### src/rtl/tl_pkg.sv
// Shared encodings for the multi-approach traffic controller:
// lamp patterns, FSM state codes and a width helper.
package tl_pkg;

  typedef logic [2:0] lamp_t;

  localparam lamp_t RED       = 3'b100;
  localparam lamp_t YELLOW    = 3'b010;
  localparam lamp_t GREEN     = 3'b001;
  localparam lamp_t DONT_WALK = 3'b100;
  localparam lamp_t CLEAR     = 3'b010;
  localparam lamp_t WALK      = 3'b001;
  localparam lamp_t DARK      = 3'b000;

  localparam logic [2:0] ST_ALL_RED   = 3'd0;
  localparam logic [2:0] ST_GREEN     = 3'd1;
  localparam logic [2:0] ST_YELLOW    = 3'd2;
  localparam logic [2:0] ST_EMG_GREEN = 3'd3;
  localparam logic [2:0] ST_FLASH     = 3'd4;

  // Never returns less than 1, so a 1-approach select still has a bit.
  function automatic int clog2(input int n);
    int r;
    r = 1;
    for (int k = 1; k < 31; k++)
      if ((1 << k) < n) r = k + 1;
    return r;
  endfunction

endpackage

### src/rtl/tl_phase_timer.sv
// Loadable down-counter used as the phase timer; holds at zero
// until reloaded, done flags the terminal count.
module tl_phase_timer #(
  parameter int               CNT_W   = 8,
  parameter logic [CNT_W-1:0] RST_VAL = '0
) (
  input  logic             clk,
  input  logic             reset,
  input  logic             load,
  input  logic [CNT_W-1:0] load_val,
  output logic [CNT_W-1:0] count,
  output logic             done
);

  always_ff @(posedge clk) begin
    if (reset)
      count <= RST_VAL;
    else if (load)
      count <= load_val;
    else if (count != '0)
      count <= count - 1'b1;
  end

  assign done = (count == '0);

endmodule

### src/rtl/traffic_ctrl_multi.sv
// Round-robin traffic controller for NUM_DIR approaches with latched
// walker requests, emergency preemption and night flashing.
//
//   state      | meaning
//   -----------+--------------------------------------------------
//   ALL_RED    | clearance; picks GREEN, EMG_GREEN or FLASH on expiry
//   GREEN      | cur_dir green, optional WALK then CLEAR
//   YELLOW     | cur_dir yellow, served walker shows CLEAR
//   EMG_GREEN  | latched emergency approach green while emg_req held
//   FLASH      | car 0 yellow / others red blinking, walkers dark
module traffic_ctrl_multi
  import tl_pkg::*;
#(
  parameter int NUM_DIR     = 2,
  parameter int GREEN_CYC   = 20,
  parameter int YELLOW_CYC  = 4,
  parameter int ALL_RED_CYC = 2,
  parameter int WALK_CYC    = 8,
  parameter int FLASH_CYC   = 5,
  parameter int CNT_W       = 8
) (
  input  logic                       clk,
  input  logic                       reset,
  input  logic [NUM_DIR-1:0]         ped_req,
  input  logic                       emg_req,
  input  logic [clog2(NUM_DIR)-1:0]  emg_dir,
  input  logic                       flash_mode,
  output logic [3*NUM_DIR-1:0]       car_light,
  output logic [3*NUM_DIR-1:0]       walker_light,
  output logic [clog2(NUM_DIR)-1:0]  cur_dir,
  output logic [2:0]                 state_o
);

  localparam int               DIR_W      = clog2(NUM_DIR);
  localparam logic [DIR_W-1:0] LAST_DIR   = DIR_W'(NUM_DIR - 1);
  localparam logic [CNT_W-1:0] T_GREEN    = CNT_W'(GREEN_CYC - 1);
  localparam logic [CNT_W-1:0] T_YELLOW   = CNT_W'(YELLOW_CYC - 1);
  localparam logic [CNT_W-1:0] T_ALL_RED  = CNT_W'(ALL_RED_CYC - 1);
  localparam logic [CNT_W-1:0] T_FLASH    = CNT_W'(FLASH_CYC - 1);
  localparam logic [CNT_W-1:0] T_WALK_END = CNT_W'(GREEN_CYC - WALK_CYC);

  logic [2:0]         state, state_n;
  logic [DIR_W-1:0]   dir_n, emg_dir_q, emg_dir_n, tgt_dir;
  logic [NUM_DIR-1:0] ped_pend, ped_pend_n;
  logic               serve, serve_n;
  logic               emg_act, emg_act_n;
  logic               flash_on, flash_on_n;
  logic               t_load, t_done;
  logic [CNT_W-1:0]   t_val, t_count;

  tl_phase_timer #(
    .CNT_W   (CNT_W),
    .RST_VAL (T_ALL_RED)
  ) u_timer (
    .clk      (clk),
    .reset    (reset),
    .load     (t_load),
    .load_val (t_val),
    .count    (t_count),
    .done     (t_done)
  );

  assign tgt_dir = emg_act ? emg_dir_q : emg_dir;

  always_comb begin
    state_n    = state;
    dir_n      = cur_dir;
    serve_n    = serve;
    emg_act_n  = emg_act;
    emg_dir_n  = emg_dir_q;
    flash_on_n = flash_on;
    ped_pend_n = ped_pend | ped_req;
    t_load     = 1'b0;
    t_val      = '0;

    // The first cycle of a request fixes which approach gets preempted.
    if (emg_req && !emg_act) begin
      emg_act_n = 1'b1;
      emg_dir_n = emg_dir;
    end

    case (state)
      ST_ALL_RED: begin
        if (t_done) begin
          if (emg_act || emg_req) begin
            state_n = ST_EMG_GREEN;
            dir_n   = tgt_dir;
            serve_n = 1'b0;
          end else if (flash_mode) begin
            state_n    = ST_FLASH;
            flash_on_n = 1'b1;
            t_load     = 1'b1;
            t_val      = T_FLASH;
          end else begin
            state_n             = ST_GREEN;
            t_load              = 1'b1;
            t_val               = T_GREEN;
            serve_n             = ped_pend[cur_dir];
            ped_pend_n[cur_dir] = ped_req[cur_dir];
          end
        end
      end
      ST_GREEN: begin
        if (emg_req && emg_dir == cur_dir) begin
          state_n = ST_EMG_GREEN;
          serve_n = 1'b0;
        end else if (emg_req || t_done) begin
          state_n = ST_YELLOW;
          t_load  = 1'b1;
          t_val   = T_YELLOW;
        end
      end
      ST_YELLOW: begin
        if (t_done) begin
          state_n = ST_ALL_RED;
          t_load  = 1'b1;
          t_val   = T_ALL_RED;
          serve_n = 1'b0;
          dir_n   = (cur_dir == LAST_DIR) ? '0 : cur_dir + 1'b1;
        end
      end
      ST_EMG_GREEN: begin
        if (!emg_req) begin
          state_n   = ST_YELLOW;
          t_load    = 1'b1;
          t_val     = T_YELLOW;
          emg_act_n = 1'b0;
        end
      end
      ST_FLASH: begin
        if (emg_req) begin
          state_n = ST_ALL_RED;
          t_load  = 1'b1;
          t_val   = T_ALL_RED;
        end else if (t_done) begin
          t_load = 1'b1;
          if (!flash_mode) begin
            state_n = ST_ALL_RED;
            t_val   = T_ALL_RED;
            dir_n   = '0;
          end else begin
            flash_on_n = ~flash_on;
            t_val      = T_FLASH;
          end
        end
      end
      default: begin
        state_n = ST_ALL_RED;
        t_load  = 1'b1;
        t_val   = T_ALL_RED;
      end
    endcase
  end

  always_ff @(posedge clk) begin
    if (reset) begin
      state     <= ST_ALL_RED;
      cur_dir   <= '0;
      ped_pend  <= '0;
      serve     <= 1'b0;
      emg_act   <= 1'b0;
      emg_dir_q <= '0;
      flash_on  <= 1'b1;
    end else begin
      state     <= state_n;
      cur_dir   <= dir_n;
      ped_pend  <= ped_pend_n;
      serve     <= serve_n;
      emg_act   <= emg_act_n;
      emg_dir_q <= emg_dir_n;
      flash_on  <= flash_on_n;
    end
  end

  always_comb begin
    car_light    = '0;
    walker_light = '0;
    for (int i = 0; i < NUM_DIR; i++) begin
      car_light[3*i +: 3]    = RED;
      walker_light[3*i +: 3] = DONT_WALK;
      case (state)
        ST_GREEN: begin
          if (DIR_W'(i) == cur_dir) begin
            car_light[3*i +: 3] = GREEN;
            if (serve)
              walker_light[3*i +: 3] = (t_count >= T_WALK_END) ? WALK : CLEAR;
          end
        end
        ST_YELLOW: begin
          if (DIR_W'(i) == cur_dir) begin
            car_light[3*i +: 3] = YELLOW;
            if (serve) walker_light[3*i +: 3] = CLEAR;
          end
        end
        ST_EMG_GREEN: begin
          if (DIR_W'(i) == cur_dir) car_light[3*i +: 3] = GREEN;
        end
        ST_FLASH: begin
          car_light[3*i +: 3]    = !flash_on ? DARK : (i == 0) ? YELLOW : RED;
          walker_light[3*i +: 3] = DARK;
        end
        default: ;
      endcase
    end
  end

  assign state_o = state;

endmodule

### config.mk
export PLATFORM = sky130hd
export DESIGN_NAME = traffic_ctrl_multi
export DESIGN_NICKNAME = d
export VERILOG_FILES = /design/src/rtl/tl_pkg.sv /design/src/rtl/tl_phase_timer.sv /design/src/rtl/traffic_ctrl_multi.sv
export SDC_FILE = /design/constraint.sdc
export NUM_CORES = 1
export LEC_CHECK = 0
export CORE_AREA = 4 4 55 57
export DETAILED_ROUTE_END_ITERATION = 12
export DIE_AREA = 0 0 59 61
export PLACE_DENSITY_LB_ADDON = 0.15
export REMOVE_ABC_BUFFERS = 1
export SLEW_MARGIN = 40
export SYNTH_ARGS = -nofsm -noshare
export SYNTH_HDL_FRONTEND = slang
export SYNTH_HIERARCHICAL = 1
export SYNTH_SLANG_ARGS = --single-unit
### constraint.sdc
create_clock -name clk -period 7.3 [get_ports clk]
set_input_delay 1.825 -clock clk [delete_from_list [all_inputs] [get_ports clk]]
set_output_delay 1.825 -clock clk [all_outputs]
set_load 0.02 [all_outputs]
Word-level counts from Yosys, hierarchy flattened
Cells that the tools add are included.
W data, S select, Z words.
- input bits: 7
- flip-flop bits (word level): 18
- logic and storage cells: 138
- muxes and demuxes: 85
- add/subtract/negate cells: 2
- equal/unequal tests: 20
- bitwise logic cells: 2
- reductions and logical operators: 18
- magnitude comparators: 3
- operators with widths (kind ; number):
    $mux W3 ; 24
    $pmux W8 S5 ; 1
    $pmux W3 S3 ; 4
    $mux W1 ; 35
    $ne A2 B2 Y1 const B ; 11
    $mux W2 ; 9
    $mux W8 ; 2
    $mux W5 ; 3
    $pmux W3 S5 ; 1
    $reduce_and A7 Y1 ; 2
    $ne A3 B3 Y1 const B ; 4
    $ge A8 B4 Y1 const B ; 1
    $logic_not A8 Y1 ; 1
    $reduce_bool A8 Y1 ; 1
    $sub A8 B1 Y8 const B ; 1
    $eq A3 B2 Y1 const B ; 2
    $pmux W1 S3 ; 2
    $reduce_and A6 Y1 ; 1
    $reduce_bool A3 Y1 ; 2
    $pmux W1 S5 ; 1
    $reduce_and A5 Y1 ; 1
    $reduce_bool A2 Y1 ; 2
    $eq A3 B1 Y1 const B ; 1
    $eq A3 B3 Y1 const B ; 1
    14 further kinds ; 17

Longest topological paths before layout
- depth in word-level cells: 9
- gate-level depth with buffers: 11
- depth with buffers taken out: 9

By module
Netlist, hierarchy kept.
- modules (own cells, without submodules) (module ; area each (µm²) ; seq. area each (µm²) ; times used ; cells each):
    traffic_ctrl_multi ; 953.4 ; 200.2 ; 1 ; 128
    tl_phase_timer ; 457.9 ; 160.2 ; 1 ; 51

Worst setup path after synthesis
OpenSTA, ideal clock, no wires.
- path type: reg-to-output
- from: register state[0], in the netlist state_o[0]
- to: output walker_light[1]
- setup slack: 3950 ps
- required time: 5475 ps
- buffers on the path: 2
- stages on the path, launching flop included: 6
- data arrival time: 1525 ps
- cell sequence: dfxtp_1 -> buf_4 -> clkbuf_8 -> nand4b_1 -> a21bo_2 -> nor3_1
- word-level cells in the longest chain between the ends: 2
- RTL lines (what ; RTL line ; RTL):
    start: declaration ; traffic_ctrl_multi.sv:42 ; logic [2:0] state, state_n;
    start signal: assignment ; traffic_ctrl_multi.sv:165 ; state <= state_n;
    $eq A3 B3 Y1, or another cell as far along ; traffic_ctrl_multi.sv:181 ; case (state)
    $pmux W3 S3 (*) ; traffic_ctrl_multi.sv:181 ;
    end: declaration ; traffic_ctrl_multi.sv:29 ; output logic [3*NUM_DIR-1:0] walker_light,
Every way passes the cells marked *; elsewhere a longest branch is shown, timed or not.

Final worst setup path
- from: register state[1], in the netlist state_o[1]
- to: output walker_light[5]
The elaborated chain is that of the path after synthesis.

==> impl_metrics.yaml <==
clock_tree:
  path_clk_slew_ns: 0.11
  cts_setup_buffers: 0
  cts_hold_buf: 0
  clock_sinks: 18
  root_buffer: "clkbuf_4"
  cts_tree: "done"
  clock_path_buffers: 2
  htree_levels: 1
  ctsResizeCount: 0
  numCtsBuffers: 3
  clock_latency_ns: 0.30
placed_design:
  hpwl_mm: 2.383
  io_buffers: 22
  gp_congestion: 0.8142
synthesis:
  synth_edf_count: 0
  yosysSeqAreaShare_pct: 25.53
  netlist.area_leader.share_pct: 25.53
  synth_ff_type: "dfxtp_1"
  synth_area_leaders: "dfxtp_1 (26%), nor2_1 (4.8%), nand2_1 (4.3%)"
  syn_area_sq_um: 1411
  synth_common_cells: "dfxtp_1 (18), nor2_1 (18), nand2_1 (16)"
  yosysWarnings: 6
  yosysUniqueCellTypes: 59
  ys_ff_latch: 18
  yosys.area.top_type: "dfxtp_1"
  async_reset_ff_share_pct: 0
  synth_cells: 179
  syn-mean-instance-area_sq_um: 7.885
floorplanning:
  die_w_um: 59
  core_sq_um: 2477
  rows: 18
  ios: 23
  start_util_pct: 56.97
  dieHeight_um: 61
  fp.dieArea_sq_um: 3599
outcome:
  status: "complete, no violations"
power:
  power.density_nw_per_um2: 398.9
  power.leakage_nw: 0.5840
  peakVddDrop_v: 0.0002665
  p_total_mw: 0.6328
timing:
  worst_pin_slew_ns: 0.7867
  fmax_mhz: 238.4
  maxSlewViolCount: 0
  rsz0062_at_grt: "no"
  finClkSkew_ns: 0.007492
  min_period_over_period_pct: 57.47
  setup_viol: 0
  hold_violations: 0
  period_needed_ns: 4.195
  slew_headroom_pct: 47.20
  tns_ns: 0
global_route:
  grt_antenna_before_repair: 0
  grt_pass1_wl_mm: 5.747
  grt_max_degree: 28
  grt_pass1_vias: 1332
  groute.usage.overall_pct: 20.83
  overflow: 0
hold_path:
  hp-class: "flop to flop"
route:
  drt-initial-drc-count: 68
  via_count: 1317
  wirelength_mm: 3.301
  drt_first_pass_iters: 4
  wl_per_cell_um: 14.67
  viasPerCell: 5.853
  drc_errors: 0
  antenna_left: 0
final_layout:
  syn_to_final_growth_pct: 12.41
  drive_gt1_share_pct: 9.231
  fin_nets: 204
  antenna_cells: 0
  postLayoutCoreUtil_pct: 64.04
critical_path:
  crit_required_ns: 5.48
  cp-start-kind: "flop"
  cp.arrival_ns: 2.37
  critical_path.max_fanout: 18
  end_kind: "primary output"
  path_class: "flop to primary output"
flow_run:
  cap_violations: 0
power by group:
group	internal [mW]	leakage (nW)	total [mW]	switching [mW]
clock	0.0304	0.0210	0.0636	0.0332
combinational	0.175	0.414	0.374	0.200
sequential	0.129	0.149	0.195	0.0660
total	0.334	0.584	0.633	0.299
area by class of cell:
type / count / area (sq um)
clock buffers: 4 / 36.28
repair buffers: 22 / 220.2
fillers: 229 / 890.9
well taps: 30 / 37.54
flip-flops and latches: 18 / 361.6
multi-input cells: 139 / 885.9
inverters: 12 / 45.04
flip-flops by register name, indices dropped and copies added (netlist names):
signal / flops
cur_dir: 1
emg_act: 1
emg_dir_q: 1
flash_on: 1
ped_pend: 2
serve: 1
state_o: 3
u_timer/count: 8
cells in the final DEF (no fill, tap or decap), types with 2 or more instances in the layout:
cell,n
o21ai_0,7
and2_1,2
o21ai_1,2
a21boi_0,2
clkdlybuf4s50_1,22
nor3_1,8
nor3b_1,2
nand3_1,6
nand2b_1,4
conb_1,4
nor2b_1,3
mux2i_1,4
o32ai_1,4
dfxtp_1,17
a21oi_1,11
o22ai_1,2
xnor2_1,4
nand3b_1,3
a31oi_1,3
inv_1,12
nand2_1,16
xor2_1,2
or2_2,2
nor2_1,18
clkbuf_4,3
cell families (layout without fill, tap and decap cells):
logic type / after synthesis / after routing / synth area share (%)
xor gates and xnor gates: 6 / 6 / 3.723
other: 1 / 4 / 0.2657
buffers and inverters: 25 / 38 / 12.50
adders and majority gates: 1 / 1 / 0.8864
muxes: 6 / 6 / 4.433
DFF: 18 / 18 / 25.53
and+or+nand+nor: 76 / 76 / 30.14
AOI/OAI and AO/OA: 46 / 46 / 22.52
worst max-delay path, stage by stage, from the launching register on:
cell	delay (ns)
dfxtp_1	0.74
nor2_1	0.29
and2_1	0.28
a31oi_1	0.15
clkdlybuf4s50_1	0.62
stage by stage:
stage          setup slack (ns)  instance area (sq um)  std cells  hold slack [ns]
2_1_floorplan             3.759                   1291        169           0.4440
3_3_place_gp              2.807                   1549        221           0.4575
3_5_place_dp              2.991                   1549        221           0.4805
4_1_cts                   3.107                   1585        225           0.4981
5_1_grt                   2.911                   1587        225           0.5215
6_report                  3.105                   1587        225           0.4921
path summary, 6_finish.rpt:
kind | start | endpoint | slack, ns | cells after the start
setup / recovery | state_o[1] | walker_light[5] | 3.11 | 4
hold / removal | ped_pend[0] | ped_pend[0] | 0.49 | 2
setup reg to reg | u_timer/count[0] | u_timer/count[4] | 4.35 | 9
hold reg to reg | ped_pend[0] | ped_pend[0] | 0.49 | 2
routing by layer:
layer,share of wire (%),track usage [%]
met1,44,24.78
met5,0,0
met2,50,36.75
met4,0.58,8.738
met3,5.7,3.830
Power figures use the tool's default switching activity.
